`src/rtl/mem_arbiter_pkg.sv`:
```
`default_nettype none
// ============================================================================
// Module   : mem_arbiter_pkg
// Brief    : Shared types and constants for the CPU/loader RAM arbiter.
// Revision : 1.0 - initial release
// ============================================================================
package mem_arbiter_pkg;

    localparam int DEFAULT_ADDR_W = 9;
    localparam int DEFAULT_DATA_W = 32;

    // Grant encoding, also the value exposed on last_gnt
    localparam logic GNT_CPU = 1'b0;
    localparam logic GNT_LD  = 1'b1;

    typedef enum logic [1:0] {
        IDLE   = 2'd0,
        ACCESS = 2'd1,
        RESP   = 2'd2
    } arb_state_t;

    function automatic logic other_port(input logic gnt);
        return (gnt == GNT_CPU) ? GNT_LD : GNT_CPU;
    endfunction

endpackage
`default_nettype wire

```
`src/rtl/mem_arbiter_rr_arb2.sv`:
```
`default_nettype none
// ============================================================================
// Module   : rr_arb2
// Brief    : Combinational two-way round-robin pick between CPU and loader.
// Revision : 1.0 - initial release
// ============================================================================
module rr_arb2
    import mem_arbiter_pkg::*;
(
    input  logic i_req_cpu,
    input  logic i_req_ld,
    input  logic i_last_gnt,
    output logic o_valid,
    output logic o_winner
);

    always_comb begin
        o_valid  = i_req_cpu | i_req_ld;
        o_winner = GNT_CPU;
        // On a tie the port that did not win last time goes first
        if (i_req_cpu && i_req_ld) begin
            o_winner = other_port(i_last_gnt);
        end else if (i_req_ld) begin
            o_winner = GNT_LD;
        end
    end

endmodule
`default_nettype wire

```
`src/rtl/mem_arbiter.sv`:
```
`default_nettype none
// ============================================================================
// Module   : mem_arbiter
// Brief    : Arbitrates CPU and loader/debug ports onto one single-port RAM.
// Revision : 1.0 - initial release
// ============================================================================
module mem_arbiter
    import mem_arbiter_pkg::*;
#(
    parameter int ADDR_W = DEFAULT_ADDR_W,
    parameter int DATA_W = DEFAULT_DATA_W
) (
    input  logic              clk,
    input  logic              clr,

    input  logic              c_req,
    input  logic              c_we,
    input  logic [ADDR_W-1:0] c_addr,
    input  logic [DATA_W-1:0] c_wdata,
    output logic              c_ack,
    output logic [DATA_W-1:0] c_rdata,

    input  logic              d_req,
    input  logic              d_we,
    input  logic [ADDR_W-1:0] d_addr,
    input  logic [DATA_W-1:0] d_wdata,
    output logic              d_ack,
    output logic [DATA_W-1:0] d_rdata,

    output logic              ram_read,
    output logic              ram_write,
    output logic [ADDR_W-1:0] ram_addr,
    output logic [DATA_W-1:0] ram_wdata,
    input  logic [DATA_W-1:0] ram_rdata,

    output logic              busy,
    output logic              last_gnt
);

    arb_state_t        r_state;
    arb_state_t        w_state_nxt;
    logic              r_last_gnt;
    logic              r_we;
    logic [ADDR_W-1:0] r_addr;
    logic [DATA_W-1:0] r_wdata;
    logic [DATA_W-1:0] r_c_rdata;
    logic [DATA_W-1:0] r_d_rdata;

    logic              w_any_req;
    logic              w_winner;
    logic              w_grant;
    logic              w_read_done;

    rr_arb2 u_rr_arb2 (
        .i_req_cpu  (c_req),
        .i_req_ld   (d_req),
        .i_last_gnt (r_last_gnt),
        .o_valid    (w_any_req),
        .o_winner   (w_winner)
    );

    assign w_grant     = (r_state == IDLE) && w_any_req;
    assign w_read_done = (r_state == RESP) && !r_we;

    always_comb begin
        w_state_nxt = r_state;
        case (r_state)
            IDLE:    if (w_any_req) w_state_nxt = ACCESS;
            ACCESS:  w_state_nxt = RESP;
            RESP:    w_state_nxt = IDLE;
            default: w_state_nxt = IDLE;
        endcase
    end

    always_ff @(posedge clk) begin
        if (clr) begin
            r_state    <= IDLE;
            r_last_gnt <= GNT_LD;
            r_we       <= 1'b0;
            r_addr     <= '0;
            r_wdata    <= '0;
            r_c_rdata  <= '0;
            r_d_rdata  <= '0;
        end else begin
            r_state <= w_state_nxt;
            if (w_grant) begin
                r_last_gnt <= w_winner;
                r_we       <= (w_winner == GNT_LD) ? d_we    : c_we;
                r_addr     <= (w_winner == GNT_LD) ? d_addr  : c_addr;
                r_wdata    <= (w_winner == GNT_LD) ? d_wdata : c_wdata;
            end
            if (w_read_done) begin
                if (r_last_gnt == GNT_LD) begin
                    r_d_rdata <= ram_rdata;
                end else begin
                    r_c_rdata <= ram_rdata;
                end
            end
        end
    end

    // RAM read data is forwarded during RESP so it is visible alongside ack
    always_comb begin
        busy      = (r_state != IDLE);
        last_gnt  = r_last_gnt;
        ram_read  = (r_state == ACCESS) && !r_we;
        ram_write = (r_state == ACCESS) &&  r_we;
        ram_addr  = busy ? r_addr  : '0;
        ram_wdata = busy ? r_wdata : '0;
        c_ack     = (r_state == RESP) && (r_last_gnt == GNT_CPU);
        d_ack     = (r_state == RESP) && (r_last_gnt == GNT_LD);
        c_rdata   = (w_read_done && (r_last_gnt == GNT_CPU)) ? ram_rdata : r_c_rdata;
        d_rdata   = (w_read_done && (r_last_gnt == GNT_LD))  ? ram_rdata : r_d_rdata;
    end

endmodule
`default_nettype wire

```
`config.mk`:
```
export PLATFORM = sky130hd
export DESIGN_NAME = mem_arbiter
export DESIGN_NICKNAME = d
export VERILOG_FILES = /design/src/rtl/mem_arbiter_pkg.sv /design/src/rtl/mem_arbiter_rr_arb2.sv /design/src/rtl/mem_arbiter.sv
export SDC_FILE = /design/constraint.sdc
export NUM_CORES = 1
export LEC_CHECK = 0
export BUFFER_PORTS_ARGS = -buffer_cell sky130_fd_sc_hd__clkbuf_2
export CAP_MARGIN = 20
export CORE_MARGIN = 3
export CORE_UTILIZATION = 52
export CTS_BUF_LIST = sky130_fd_sc_hd__clkbuf_8
export CTS_CLUSTER_SIZE = 8
export DETAILED_ROUTE_END_ITERATION = 10
export GPL_ROUTABILITY_DRIVEN = 0
export GPL_TIMING_DRIVEN = 0
export HOLD_SLACK_MARGIN = 0.12
export PLACE_DENSITY = 0.95
export SYNTH_ARGS = -nofsm -noshare
export SYNTH_HDL_FRONTEND = slang
export SYNTH_SLANG_ARGS = --single-unit
```
`constraint.sdc`:
```
create_clock -name clk -period 3.7 [get_ports clk]
set_input_delay 0.74 -clock clk [delete_from_list [all_inputs] [get_ports clk]]
set_output_delay 0.74 -clock clk [all_outputs]
set_load 0.02 [all_outputs]
```
==> summary.txt, run 1 <==
Run status
  • Status: finished clean

GRT
  • GRT Residual Overflow: 0
  • Largest net degree at the start of global routing: 20
  • First-pass GRT wire length: approximately 23 mm
  • Vias in the first global route: 4,662
  • Antenna violations before repair: 0
  • GRT Total Usage: 25.3%

Timing
  • Final worst path period need: approximately 2.8 ns
  • Endpoints failing hold: 0
  • Crit share post-route: between 70% and 80%
  • Setup ws final: 0.870 ns
  • Unrepaired setup endpoints after global routing: false
  • Relative max-transition margin: 65.3%
  • Final Setup Violations: 0
  • F_max: between 0.3 and 0.4 GHz
  • Final setup TNS: 0 ns
  • Fin. max-slew vios: 0
  • Clock skew: 0.0187 ns
  • Worst slew pin tran: 0.518 ns

Floorplan
  • Row cnt: 35
  • Die X: 104 um
  • Die height: between 100 and 150 um
  • IO Count: about 230
  • Die area: 10,800 um2
  • Core area: around 9300 um2
  • Initial Util: 53.6%

CTS
  • CTS Root Cell: clkbuf_8
  • Clock Sinks: around 110
  • Clock Pin Slew Worst Setup and Hold Paths: about 0.1 ns
  • H-tree Lvls: 3
  • CTS resizes: 0
  • Maximum clock insertion buffer count: 2
  • CTS Hold Bufs: 0
  • Clk_lat worst skew: about 0.36 ns
  • CTS tree: built
  • Setup bufs post-CTS: 0
  • CTS buffer count: 9

Placement
  • Hpwl dp: roughly 11 mm
  • Port-buffer cells: 229
  • Post-place setup slack: about 1.2 ns
  • Area after DPL: about 6300 um2
  • Placed Cells: 870

Setup path
  • Critical path buffers and inverters: 3
  • Worst R2R Path Depth: 5
  • Top cell by count, worst path: buf_6
  • CP top delay family: buffers and inverters
  • Crit. End Element: output port
  • CP required: 2.96 ns
  • Startpoint types: flip-flop
  • CP max-delay cell: nor4b_4
  • Worst Path Max Fanout: 10
  • Worst EP arrival: between 2 and 2.5 ns
  • Reg2reg end: r_c_rdata[0]
  • Critical path cell sequence: buf_6, nor4b_4, buf_6, mux2_4, clkbuf_2
  • CP Class: flip-flop to output port
  • R2R Path Start: last_gnt
  • CP peak stage delay: ~0.51 ns
  • Reg-to-reg slack, setup: ~1.9 ns

Detailed routing
  • WL/cell: 15.9 um
  • Antenna viol nets, final: 0
  • Pre-antenna DRT Iters: 5
  • Remaining DRCs: 0
  • Vias per cell: 5.21
  • Routed wire length: approximately 14 mm
  • Vias: ~4,600
  • DRT iter0 DRCs: roughly 140

Worst hold path
  • Hold-critical path depth: 2
  • Min-delay src: r_wdata[4]
  • WHS Endpoint: r_wdata[4]
  • Worst Hold Class: flip-flop to flip-flop

Finish
  • Most frequent cells in the layout: 229 x clkbuf_2, 109 x dfxtp_1, 85 x nand2_1
  • Finished Cell Area: between 6000 and 7000 um2
  • # diodes: 0
  • Share of cells above drive strength 1: 42.9%
  • Fin cells: 886
  • NumNets Final: between 800 and 900
  • Area growth syn-to-layout: 29.9%
  • Commonest non-fill, non-tap cell in the layout: clkbuf_2
  • Fill cells: between 700 and 800

Yosys
  • Synthesized area: ~5000 um2
  • Yosys warns: 0
  • Synthesized netlist net count: between 600 and 700
  • Register area share after synthesis: 43.8%
  • Cells after Synth: a little over 500
  • Avg Cell Area, Syn: 9.73 um2
  • #FFs+latches synth: about 110
  • Synth top area share: a little over two fifths
  • Synth unique cells: 25
  • Main area contributors after synthesis: dfxtp_1 44%, nor2b_1 9.4%, mux2_4 9.0%, a311oi_1 7.4%, mux2_2 6.8%
  • Synth area leader: dfxtp_1

Power and ir drop
  • Maximum vdd drop: 219 uV
  • PD cells: between 300 and 400 nW/um2
  • Pwr Total: around 2.5 mW
  • Sequential share of power: between 50% and 60%
  • Power Internal: 1.73 mW
  • Power share of the combinational group: ~22%
  • Clk pwr share: around a quarter
  • Leak pwr: around 3.2 nW
  • Sw frac: between 30% and 40%
  • P_sw: ~0.77 mW

Run
  • Maximum Capacitance Violations: 0
## kinds of logic after synthesis
group	after synthesis	share of synthesized area, %
AOI/OAI and AO/OA	87	12.2
buffers and inverters	50	5.10
DFF	109	43.8
muxes	64	16.7
and+or+nand+nor	202	22.1
## final cells by class
class / count / area [um2] / area share (%)
Timing Repair Buffer: 229 / 1150 / 17.7
Buffer: 48 / 246 / 3.81
Tap cell: 129 / 161 / 2.50
Inverter: 2 / 7.51 / 0.116
Sequential cell: 109 / 2180 / 33.7
Clock inverter: 7 / 57.6 / 0.890
Multi-Input combinational cell: 353 / 2540 / 39.3
Clock buffer: 9 / 124 / 1.91
## state kept, by name (all words and copies together), names as in the netlist
signal     flops
r_wdata       32
r_d_rdata     32
r_state        2
r_c_rdata     32
r_we           1
last_gnt       1
r_addr         9
## worst max path at each step
stage / startpoint / depth (start not counted) / to / slack (ns)
finish: last_gnt / 5 / c_rdata[0] / 0.87
global route: last_gnt / 5 / c_rdata[0] / 0.76
CTS: last_gnt / 5 / c_rdata[0] / 0.81
detailed placement: last_gnt / 5 / c_rdata[0] / 1.22
global placement: last_gnt / 5 / c_rdata[0] / 1.25
floorplan: last_gnt / 5 / d_rdata[1] / 1.43
## per-stage QoR
stage | util [%] | hold WS (ns)
2_1_floorplan | - | 0.488
3_3_place_gp | 67.7 | 0.501
3_5_place_dp | 67.7 | 0.510
4_1_cts | 69.7 | 0.522
5_1_grt | 69.7 | 0.545
6_report | 69.7 | 0.523
## power groups by stage
stage	logic [mW]	registers [mW]	clock network, mW
5_1_grt	0.606	1.29	0.732
6_report	0.556	1.28	0.669
2_1_floorplan	0.358	1.30	0
3_5_place_dp	0.554	1.31	0
3_3_place_gp	0.537	1.30	0
4_1_cts	0.555	1.28	0.679
## layer usage
layer	GRT usage, %	wire length, um
met5	0	0
met4	8.83	361
met3	5.46	1040
met2	47.2	7190
met1	28.3	5460
## tightest hold or removal path: stages (launching register included)
cell      delay [ns]
dfxtp_1         0.32
a21oi_1         0.11
a311oi_1        0.06
## Yosys cell counts, drive strengths merged
cell	number
nor4bb	1
nor2b	75
a21bo	1
a311oi	42
mux2	64
inv	2
and3b	1
and2	1
nor3b	1
a21boi	1
dfxtp	109
a21oi	42
nand2	85
a221o	1
and2b	30
nor4b	1
or2	1
buf	19
nand2b	1
clkbuf	29
nor2	5
Power figures use the tool's default switching activity.
==> inputs of run 2 (changes only) <==
CORE_UTILIZATION = 48   (was 52)
PLACE_DENSITY = 0.94   (was 0.95)
clock period = 2.91 ns   (was 3.7 ns; I/O delays follow)
==> summary.txt, run 2 (synthesis gave the netlist of run 1 again) <==
Detailed routing
  • WL/cell: 15.6 um (was 15.9 um)
  • DRT iter0 DRCs: 213 (was 142)
  • Vias per cell: 5.13 (was 5.21)
  • Antenna viol nets, final: 0 (unchanged)
  • Routed wire length: 13.9 mm (was 14.0 mm)
  • Remaining DRCs: 0 (unchanged)
  • Pre-antenna DRT Iters: 4 (was 5)
  • Vias: 4,564 (was 4,616)

Floorplan
  • Initial Util: 50.3% (was 53.6%)
  • IO Count: 231 (unchanged)
  • Die X: 108 um (was 104 um)
  • Die area: 11,600 um2 (was 10,800 um2)
  • Die height: 108 um (was 104 um)
  • Row cnt: 36 (was 35)
  • Core area: 9910 um2 (was 9280 um2)

CTS
  • Clock Pin Slew Worst Setup and Hold Paths: 0.10 ns (about the same)
  • CTS Root Cell: clkbuf_8 (unchanged)
  • Setup bufs post-CTS: 0 (unchanged)
  • Clk_lat worst skew: 0.36 ns (about the same)
  • CTS resizes: 0 (unchanged)
  • Maximum clock insertion buffer count: 2 (unchanged)
  • H-tree Lvls: 3 (unchanged)
  • CTS buffer count: 9 (unchanged)
  • CTS tree: built (unchanged)
  • CTS Hold Bufs: 0 (unchanged)
  • Clock Sinks: 109 (unchanged)

Setup path
  • Reg2reg end: r_c_rdata[18] (was r_c_rdata[0])
  • Reg-to-reg slack, setup: 1.08 ns (was 1.86 ns)
  • CP required: 2.33 ns (was 2.96 ns)
  • Worst Path Max Fanout: 10 (unchanged)
  • R2R Path Start: last_gnt (unchanged)
  • Startpoint types: flip-flop (unchanged)
  • CP Class: flip-flop to output port (unchanged)
  • Worst EP arrival: 2.09 ns (about the same)
  • Crit. End Element: output port (unchanged)
  • Worst R2R Path Depth: 5 (unchanged)

Placement
  • Placed Cells: 874 (was 870)
  • Hpwl dp: 11.2 mm (was 11.3 mm)
  • Port-buffer cells: 229 (unchanged)
  • Post-place setup slack: 0.601 ns (was 1.22 ns)
  • Area after DPL: 6290 um2 (about the same)

Run
  • Maximum Capacitance Violations: 0 (unchanged)

Timing
  • Final worst path period need: approximately 2.7 ns
  • Fin. max-slew vios: 0 (unchanged)
  • Final Setup Violations: 0 (unchanged)
  • Worst slew pin tran: 0.569 ns (was 0.518 ns)
  • Clock skew: 0.00890 ns (was 0.0187 ns)
  • Endpoints failing hold: 0 (unchanged)
  • F_max: roughly 0.37 GHz
  • Final setup TNS: 0 ns (unchanged)
  • Crit share post-route: about nine tenths
  • Relative max-transition margin: 62.1% (was 65.3%)
  • Unrepaired setup endpoints after global routing: false (unchanged)
  • Setup ws final: 0.233 ns (was 0.870 ns)

Finish
  • Regs by FF count: r_c_rdata (32), r_d_rdata (32), r_wdata (32) (unchanged)
  • # diodes: 0 (unchanged)
  • Most frequent cells in the layout: 229 x clkbuf_2, 109 x dfxtp_1, 85 x nand2_1 (unchanged)
  • Commonest non-fill, non-tap cell in the layout: clkbuf_2 (unchanged)
  • Fill cells: 850 (was 702)
  • Area growth syn-to-layout: 30.4% (was 29.9%)
  • NumNets Final: 872 (unchanged)
  • Share of cells above drive strength 1: 42.9% (unchanged)
  • Finished Cell Area: 6490 um2 (was 6470 um2)
  • Fin cells: 890 (was 886)

Power and ir drop
  • Maximum vdd drop: 336 uV (was 219 uV)
  • Leak pwr: 3.17 nW (about the same)
  • PD cells: 500 nW/um2 (was 387 nW/um2)
  • Pwr Total: 3.25 mW (was 2.51 mW)

Worst hold path
  • Min-delay src: c_wdata[11] (was r_wdata[4])
  • Hold-critical path depth: 3 (was 2)
  • WHS Endpoint: r_wdata[11] (was r_wdata[4])
  • Worst Hold Class: input port to flip-flop (was flip-flop to flip-flop)

GRT
  • First-pass GRT wire length: 21.7 mm (was 22.5 mm)
  • GRT Total Usage: 23.6% (was 25.3%)
  • Antenna violations before repair: 0 (unchanged)
  • Largest net degree at the start of global routing: 19 (was 20)
  • Vias in the first global route: 4,476 (was 4,662)
  • GRT Residual Overflow: 0 (unchanged)

Run status
  • Status: finished clean (unchanged)
-- run 2: per-layer routing --
metal  share of wire [%]  global-route usage (%)  vias up
met3                 8.1                    5.82       22
met1                  39                    26.5     2112
li1                    -                       -     2234
met2                  50                    43.5      196
met5                   0                       0        -
met4                 2.2                    7.66        0
-- run 2: metrics by stage --
step	utilization, %	hold slack [ns]
finish	65.5	0.452
global route	65.5	0.437
CTS	65.5	0.438
detailed placement	63.5	0.507
global placement	63.5	0.502
floorplan	-	0.488
-- run 2: worst max-delay path: stages (launching register included) --
cell and delay [ns]:
dfxtp_1 0.34, buf_6 0.14, nor4b_4 0.50, buf_6 0.26
mux2_4 0.34, clkbuf_2 0.16
-- run 2: where the power goes --
group	total (mW)	internal (mW)	switching [mW]
clock network	0.916	0.403	0.513
logic	0.703	0.293	0.410
registers	1.63	1.58	0.0442
total	3.25	2.28	0.968
-- run 2: final cells by class --
| class | instances | area (um2) | share of cell area, % |
|---|---|---|---|
| Clock inverter | 7 | 76.3 | 1.18 |
| Inverter | 2 | 7.51 | 0.116 |
| Timing Repair Buffer | 229 | 1150 | 17.7 |
| Buffer | 48 | 246 | 3.80 |
| Multi-Input combinational cell | 353 | 2540 | 39.2 |
| Clock buffer | 9 | 124 | 1.91 |
| Tap cell | 133 | 166 | 2.56 |
| Sequential cell | 109 | 2180 | 33.6 |
-- run 2: worst max path at each step --
| stage | startpoint | to | slack (ns) | depth (start not counted) |
|---|---|---|---|---|
| floorplan | last_gnt | d_rdata[1] | 0.80 | 5 |
| global placement | last_gnt | c_rdata[0] | 0.62 | 5 |
| detailed placement | last_gnt | c_rdata[0] | 0.60 | 5 |
| CTS | last_gnt | c_rdata[0] | 0.19 | 5 |
| global route | r_state[0] | ram_wdata[19] | 0.09 | 5 |
| finish | last_gnt | c_rdata[0] | 0.23 | 5 |
